==> src/rtl/fp_norm_round_pipe_pkg.sv <==
// Shared widths and helpers for the FP normalise/round pipeline.
// Default widths, all-ones exponent value and clog2.
package fp_norm_round_pipe_pkg;

  localparam int EXP_W_DEF = 8;
  localparam int MAN_W_DEF = 24;

  function automatic int clog2(input int v);
    int r;
    r = 0;
    while ((1 << r) < v) r++;
    return r;
  endfunction

  function automatic int exp_max(input int ew);
    return (1 << ew) - 1;
  endfunction

endpackage

==> src/rtl/fp_norm_round_pipe_lzc.sv <==
// Combinational leading-zero counter, MSB-first.
// Ports: i_data [W-1:0] in, o_cnt [clog2(W+1)-1:0] out (all-zero gives W).
module fp_lzc
  import fp_norm_round_pipe_pkg::*;
#(
  parameter int W = 26
) (
  input  logic [W-1:0]            i_data,
  output logic [clog2(W+1)-1:0]   o_cnt
);

  localparam int CW = clog2(W + 1);

  // Later (higher) set bits overwrite earlier ones, so the MSB wins.
  always_comb begin
    o_cnt = CW'(W);
    for (int i = 0; i < W; i++) begin
      if (i_data[i]) o_cnt = CW'(W - 1 - i);
    end
  end

endmodule

==> src/rtl/fp_norm_round_pipe.sv <==
// Two-stage normaliser + RNE rounder for the FP add datapath.
// Ports: CLK/RST, in_* beat with valid/ready, out_* result with valid/ready and ovf/unf/zero flags.
module fp_norm_round_pipe
  import fp_norm_round_pipe_pkg::*;
#(
  parameter int EXP_W = EXP_W_DEF,
  parameter int MAN_W = MAN_W_DEF
) (
  input  logic             CLK,
  input  logic             RST,
  input  logic             in_valid,
  output logic             in_ready,
  input  logic             in_sign,
  input  logic [EXP_W-1:0] in_exp,
  input  logic             in_carry,
  input  logic [MAN_W+1:0] in_man,
  input  logic             in_sticky,
  output logic             out_valid,
  input  logic             out_ready,
  output logic             out_sign,
  output logic [EXP_W-1:0] out_exp,
  output logic [MAN_W-1:0] out_man,
  output logic             out_ovf,
  output logic             out_unf,
  output logic             out_zero
);

  localparam int MW2 = MAN_W + 2;
  localparam int EW2 = EXP_W + 2;
  localparam int LZW = clog2(MW2 + 1);
  localparam logic signed [EW2-1:0] E_ONE = EW2'(1);
  localparam logic signed [EW2-1:0] E_MAX = EW2'(exp_max(EXP_W));

  logic w_en1;
  logic w_en2;

  logic                  r1_v;
  logic                  r1_sign;
  logic signed [EW2-1:0] r1_e;
  logic [MW2-1:0]        r1_n;
  logic                  r1_s;
  logic                  r1_zero;
  logic                  r1_unf;

  logic             r2_v;
  logic             r2_sign;
  logic [EXP_W-1:0] r2_exp;
  logic [MAN_W-1:0] r2_man;
  logic             r2_ovf;
  logic             r2_unf;
  logic             r2_zero;

  assign w_en2     = out_ready | ~r2_v;
  assign w_en1     = w_en2 | ~r1_v;
  assign in_ready  = w_en1;
  assign out_valid = r2_v;
  assign out_sign  = r2_sign;
  assign out_exp   = r2_exp;
  assign out_man   = r2_man;
  assign out_ovf   = r2_ovf;
  assign out_unf   = r2_unf;
  assign out_zero  = r2_zero;

  // Stage 1: normalise
  logic [LZW-1:0]        w_lz;
  logic signed [EW2-1:0] w_e_in;
  logic signed [EW2-1:0] w_e_sub;
  logic                  w_sel_c;
  logic                  w_sel_z;
  logic                  w_sel_u;
  logic                  w_sel_n;
  logic [MW2-1:0]        w_n;
  logic signed [EW2-1:0] w_e;
  logic                  w_s;
  logic                  w_zero;
  logic                  w_unf;

  fp_lzc #(.W(MW2)) u_lzc (
    .i_data (in_man),
    .o_cnt  (w_lz)
  );

  assign w_e_in  = {2'b00, in_exp};
  assign w_e_sub = w_e_in - {{(EW2-LZW){1'b0}}, w_lz};

  // Selects made mutually exclusive so exactly one arm fires.
  assign w_sel_c = in_carry;
  assign w_sel_z = ~in_carry & ~|in_man & ~in_sticky;
  assign w_sel_u = ~in_carry & ~w_sel_z & (w_e_sub < E_ONE);
  assign w_sel_n = ~(w_sel_c | w_sel_z | w_sel_u);

  always_comb begin
    w_n    = '0;
    w_e    = '0;
    w_s    = 1'b0;
    w_zero = 1'b0;
    w_unf  = 1'b0;
    unique case (1'b1)
      w_sel_c: begin
        w_n = {1'b1, in_man[MW2-1:1]};
        w_s = in_sticky | in_man[0];
        w_e = w_e_in + E_ONE;
      end
      w_sel_z: begin
        w_zero = 1'b1;
      end
      w_sel_u: begin
        w_unf  = 1'b1;
        w_zero = 1'b1;
      end
      w_sel_n: begin
        w_n = in_man << w_lz;
        w_e = w_e_sub;
        w_s = in_sticky;
      end
      default: ;
    endcase
  end

  always_ff @(posedge CLK) begin
    if (!RST) begin
      r1_v    <= 1'b0;
      r1_sign <= 1'b0;
      r1_e    <= '0;
      r1_n    <= '0;
      r1_s    <= 1'b0;
      r1_zero <= 1'b0;
      r1_unf  <= 1'b0;
    end else if (w_en1) begin
      r1_v    <= in_valid;
      r1_sign <= in_sign;
      r1_e    <= w_e;
      r1_n    <= w_n;
      r1_s    <= w_s;
      r1_zero <= w_zero;
      r1_unf  <= w_unf;
    end
  end

  // Stage 2: round to nearest even
  logic                  w_up;
  logic [MAN_W:0]        w_sum;
  logic [MAN_W-1:0]      w_man;
  logic signed [EW2-1:0] w_e2;
  logic                  w_ovf;

  assign w_up  = r1_n[1] & (r1_n[0] | r1_s | r1_n[2]);
  assign w_sum = {1'b0, r1_n[MW2-1:2]} + {{MAN_W{1'b0}}, w_up};

  // Carry out of the increment means the mantissa wrapped to zero.
  always_comb begin
    if (w_sum[MAN_W]) begin
      w_man = {1'b1, {(MAN_W-1){1'b0}}};
      w_e2  = r1_e + E_ONE;
    end else begin
      w_man = w_sum[MAN_W-1:0];
      w_e2  = r1_e;
    end
  end

  assign w_ovf = ~r1_zero & (w_e2 >= E_MAX);

  always_ff @(posedge CLK) begin
    if (!RST) begin
      r2_v    <= 1'b0;
      r2_sign <= 1'b0;
      r2_exp  <= '0;
      r2_man  <= '0;
      r2_ovf  <= 1'b0;
      r2_unf  <= 1'b0;
      r2_zero <= 1'b0;
    end else if (w_en2) begin
      r2_v    <= r1_v;
      r2_sign <= r1_sign;
      if (r1_zero) begin
        r2_exp  <= '0;
        r2_man  <= '0;
        r2_ovf  <= 1'b0;
        r2_unf  <= r1_unf;
        r2_zero <= 1'b1;
      end else if (w_ovf) begin
        r2_exp  <= '1;
        r2_man  <= '0;
        r2_ovf  <= 1'b1;
        r2_unf  <= 1'b0;
        r2_zero <= 1'b0;
      end else begin
        r2_exp  <= w_e2[EXP_W-1:0];
        r2_man  <= w_man;
        r2_ovf  <= 1'b0;
        r2_unf  <= 1'b0;
        r2_zero <= 1'b0;
      end
    end
  end

endmodule
==> config.mk <==
export PLATFORM = sky130hd
export DESIGN_NAME = fp_norm_round_pipe
export DESIGN_NICKNAME = d
export VERILOG_FILES = /design/src/rtl/fp_norm_round_pipe_pkg.sv /design/src/rtl/fp_norm_round_pipe_lzc.sv /design/src/rtl/fp_norm_round_pipe.sv
export SDC_FILE = /design/constraint.sdc
export NUM_CORES = 1
export LEC_CHECK = 0
export ABC_CLOCK_PERIOD_IN_PS = 9300
export BUFFER_PORTS_ARGS = -buffer_cell sky130_fd_sc_hd__buf_4
export CAP_MARGIN = 20
export CORE_UTILIZATION = 49
export CTS_BUF_LIST = sky130_fd_sc_hd__clkbuf_8
export DETAILED_ROUTE_END_ITERATION = 10
export PLACE_DENSITY = 0.7
export SLEW_MARGIN = 25
export SYNTH_ARGS = -nofsm -noshare
export SYNTH_HDL_FRONTEND = slang
export SYNTH_SLANG_ARGS = --single-unit
==> constraint.sdc <==
create_clock -name CLK -period 9.3 [get_ports CLK]
set_clock_uncertainty 0.05 [all_clocks]
set_input_delay 0.465 -clock CLK [delete_from_list [all_inputs] [get_ports CLK]]
set_output_delay 0.465 -clock CLK [all_outputs]
set_load 0.005 [all_outputs]
==> flow_metrics.tcl <==
set metrics [dict create \
    status "finished clean" \
    antenna_found_initial 0 \
    area_growth_pct 13.63 \
    register_area_um2 1562 \
    min_path_type "in2reg" \
    cts_tree "done" \
    rows 38 \
    r2r-start "r1_n[1]" \
    drc 0 \
    via_count 5768 \
    rr_worst_depth 11 \
    layout_worst_path_cycle_share_pct 59.78 \
    leakagePower_uw 0.002532 \
    die_area_um2 11970 \
    whs_path_depth 2 \
    drt_wl_total_um 17590 \
    initial_utilization_pct 51.25 \
    cts_buffers 9 \
    crit_fanout 25 \
    multi_input_area_um2 3816 \
    combPwrFrac_pct 25.1 \
    critPathMaxStageDelay_ps 670 \
    place_congestion 0.9948 \
    grt_use_total_pct 30.32 \
    synth-main-ff-cell "dfxtp_1" \
    maxUsedRoutingLayer "met4" \
    start_kind "primary input" \
    wl_met2_um 7788 \
    slew_headroom_pct 35.29 \
    drv_slew 0 \
    place_hpwl_um 13360 \
    die_h_um 109.4 \
    placed_cells 889 \
    synth-seq-cells 78 \
    finalHoldViolCount 0 \
    die_w_um 109.4 \
    clockPowerShare_pct 28.9 \
    post-cts-setup-buffers 0 \
    powerDensity_nw_per_um2 128.6 \
    critPathSlowestCell "a31oi_1" \
    core_area_um2 11030 \
    diodes 0 \
    timing.final.crit_period_ps 5560 \
    fill_cells 1036 \
    crit_top_cell "a21oi_1" \
    drive_above_1_share_pct 18.56 \
    fin_tns_setup_ps 0 \
    holdCritStartpoint "in_valid" \
    grt.overflow.total 0 \
    crit_chain "buf_4 -> nor4_1 -> o21ai_0 -> a31oi_1 -> inv_1 -> ha_1 -> nand2b_1 -> a21oi_1 -> a21oi_1 -> o211a_1 -> a21oi_1 -> nor2b_1 -> nand2_1 -> o31ai_1 -> o221a_2" \
    drt-wirelength-per-cell_um 19.44 \
    rr_endpoint "out_man[11]" \
    whs_ps 268.8 \
    switchingPower_uw 279.8 \
    dr_wl_met3_um 1409 \
    tightest_slew_ps 946.2 \
    syn_area_um2 5653 \
    yosysUniqueCellTypes 70 \
    rrSetupSlack_ps 5380 \
    syn_area_per_cell_um2 7.840 \
    p_int_uw 546.0 \
    cts.clk_slew.worst_paths_ps 90 \
    synthCells 721 \
    nets 810 \
    viasPerCell 6.373 \
    synth_edf_count 0 \
    syn_nets 771 \
    portBuffers 78 \
    met1_length_um 7833 \
    clockBufferDepth 2 \
    cts-root-buf "clkbuf_8" \
    cts.sinks 78 \
    path_class "in2reg" \
    swShare_pct 33.88 \
    setup_violations 0 \
    io_pins 79 \
    drtIter0Drc 533 \
    clock_latency_ps 370 \
    cts-resized-gates 0 \
    fmax_ghz 0.1799 \
    vdd_drop_max_uv 85.30 \
    mostFrequentLayoutCell "nand2_1" \
    fin_cells 905 \
    layout_common_cells "nand2_1 (90), buf_4 (83), dfxtp_1 (78)" \
    drtAntennaViolNets 0 \
    drt_pass1_iterations 7 \
    seq_area_frac_synth_pct 27.62 \
    grt_pass1_wl_um 27490 \
    synth-warning-count 0 \
    worst_setup_path_end_kind "flip-flop" \
    power_frac_seq_pct 46.1 \
    maxCapViolations 0 \
    cts_hold_buf 0 \
    grt_pass1_vias 5184 \
    synthArstFlopShare_pct 0 \
    grt_max_degree 49 \
    min_to "r1_v" \
    critPathArrivalTime_ps 5820 \
    htree_levels 3 \
    worstPathRequired_ps 9560 \
    rsz0062_at_grt "false" \
]
==> registers in the layout, summed over array words and instances, names as in the netlist, 8 cells and up <==
signal	flops
r1_n	26
out_man	24
r1_e	10
out_exp	8
==> worst max path at each step <==
stage	startpoint	endpoint	slack [ps]
after floorplan	in_man[24]	r1_n[15]	4610
after global placement	in_man[24]	r1_n[12]	3770
after detailed placement	in_man[24]	r1_n[12]	3590
after CTS	in_man[24]	r1_n[12]	3940
after global routing	in_man[24]	r1_n[12]	3280
final	in_man[24]	r1_n[12]	3740
==> cell usage after synthesis (6+ instances only) <==
cell / count / share of area [%]
o211ai_1: 12 / 1.6
inv_1: 17 / 1.1
xnor2_1: 22 / 3.4
a31oi_1: 10 / 1.1
ha_1: 8 / 1.8
o211a_1: 8 / 1.4
and2_1: 9 / 1.0
nor4_1: 12 / 1.3
o31ai_1: 10 / 1.3
a21oi_1: 35 / 3.1
xor2_1: 18 / 2.8
mux2i_1: 37 / 6.6
nor3b_1: 9 / 1.2
o21ai_0: 34 / 3.0
o21ai_2: 20 / 3.1
a21boi_0: 8 / 1.1
o221ai_1: 6 / 0.93
a221oi_1: 13 / 2.0
nand2_1: 90 / 6.0
nor2b_1: 10 / 1.1
nand2b_1: 10 / 1.1
dfxtp_1: 78 / 28
mux2_2: 7 / 1.4
nor2_1: 47 / 3.1
and3_1: 13 / 1.4
nor3_1: 18 / 1.6
clkbuf_1: 44 / 2.9
nand3_1: 25 / 2.2
==> layer usage <==
metal | GRT usage (%) | vias up
met4 | 14.19 | 0
met1 | 41.62 | 2736
met3 | 5.098 | 33
li1 | - | 2736
met2 | 46.09 | 263
met5 | 0 | -
==> metrics by stage <==
stage | instance area, µm² | total power [µW] | setup slack (ps) | utilization (%)
finish | 6424 | 825.9 | 3740 | 58.24
global placement | 6235 | 588.5 | 3771 | 56.52
CTS | 6415 | 828.5 | 3943 | 58.16
global route | 6424 | 863.5 | 3279 | 58.24
detailed placement | 6235 | 589.9 | 3589 | 56.52
floorplan | 5653 | 513.9 | 4614 | -
==> cell type report <==
| type | count | share of cell area [%] |
|---|---|---|
| Clock inverter | 7 | 0.8765 |
| Clock buffer | 9 | 1.928 |
| Sequential cell | 78 | 24.31 |
| Multi-Input combinational cell | 570 | 59.41 |
| Inverter | 18 | 1.052 |
| Tap cell | 140 | 2.727 |
| Timing Repair Buffer | 83 | 9.700 |
==> worst max-delay path: cells and delay by family <==
| family | cells | cell delay, ps |
|---|---|---|
| AND/OR/NAND/NOR | 4 | 1480 |
| adder cells (fa/ha/maj) | 1 | 550 |
| buffers and inverters | 2 | 760 |
| AO/OA/AOI/OAI | 8 | 2540 |
==> logic make-up after synthesis <==
family | synth area share [%]
AO/OA/AOI/OAI | 26.78
adder cells (fa/ha/maj) | 2.125
buffers and inverters | 5.356
multiplexers | 7.946
AND/OR/NAND/NOR | 23.97
flip-flops | 27.62
XOR/XNOR | 6.197
==> power by group through the flow <==
stage	clock network (µW)	registers, µW	logic [µW]
floorplan	0	379	135
global placement	0	386	202
detailed placement	0	388	202
CTS	246	380	203
global route	255	384	225
finish	238	380	207
(Power assumes the default switching activity.)
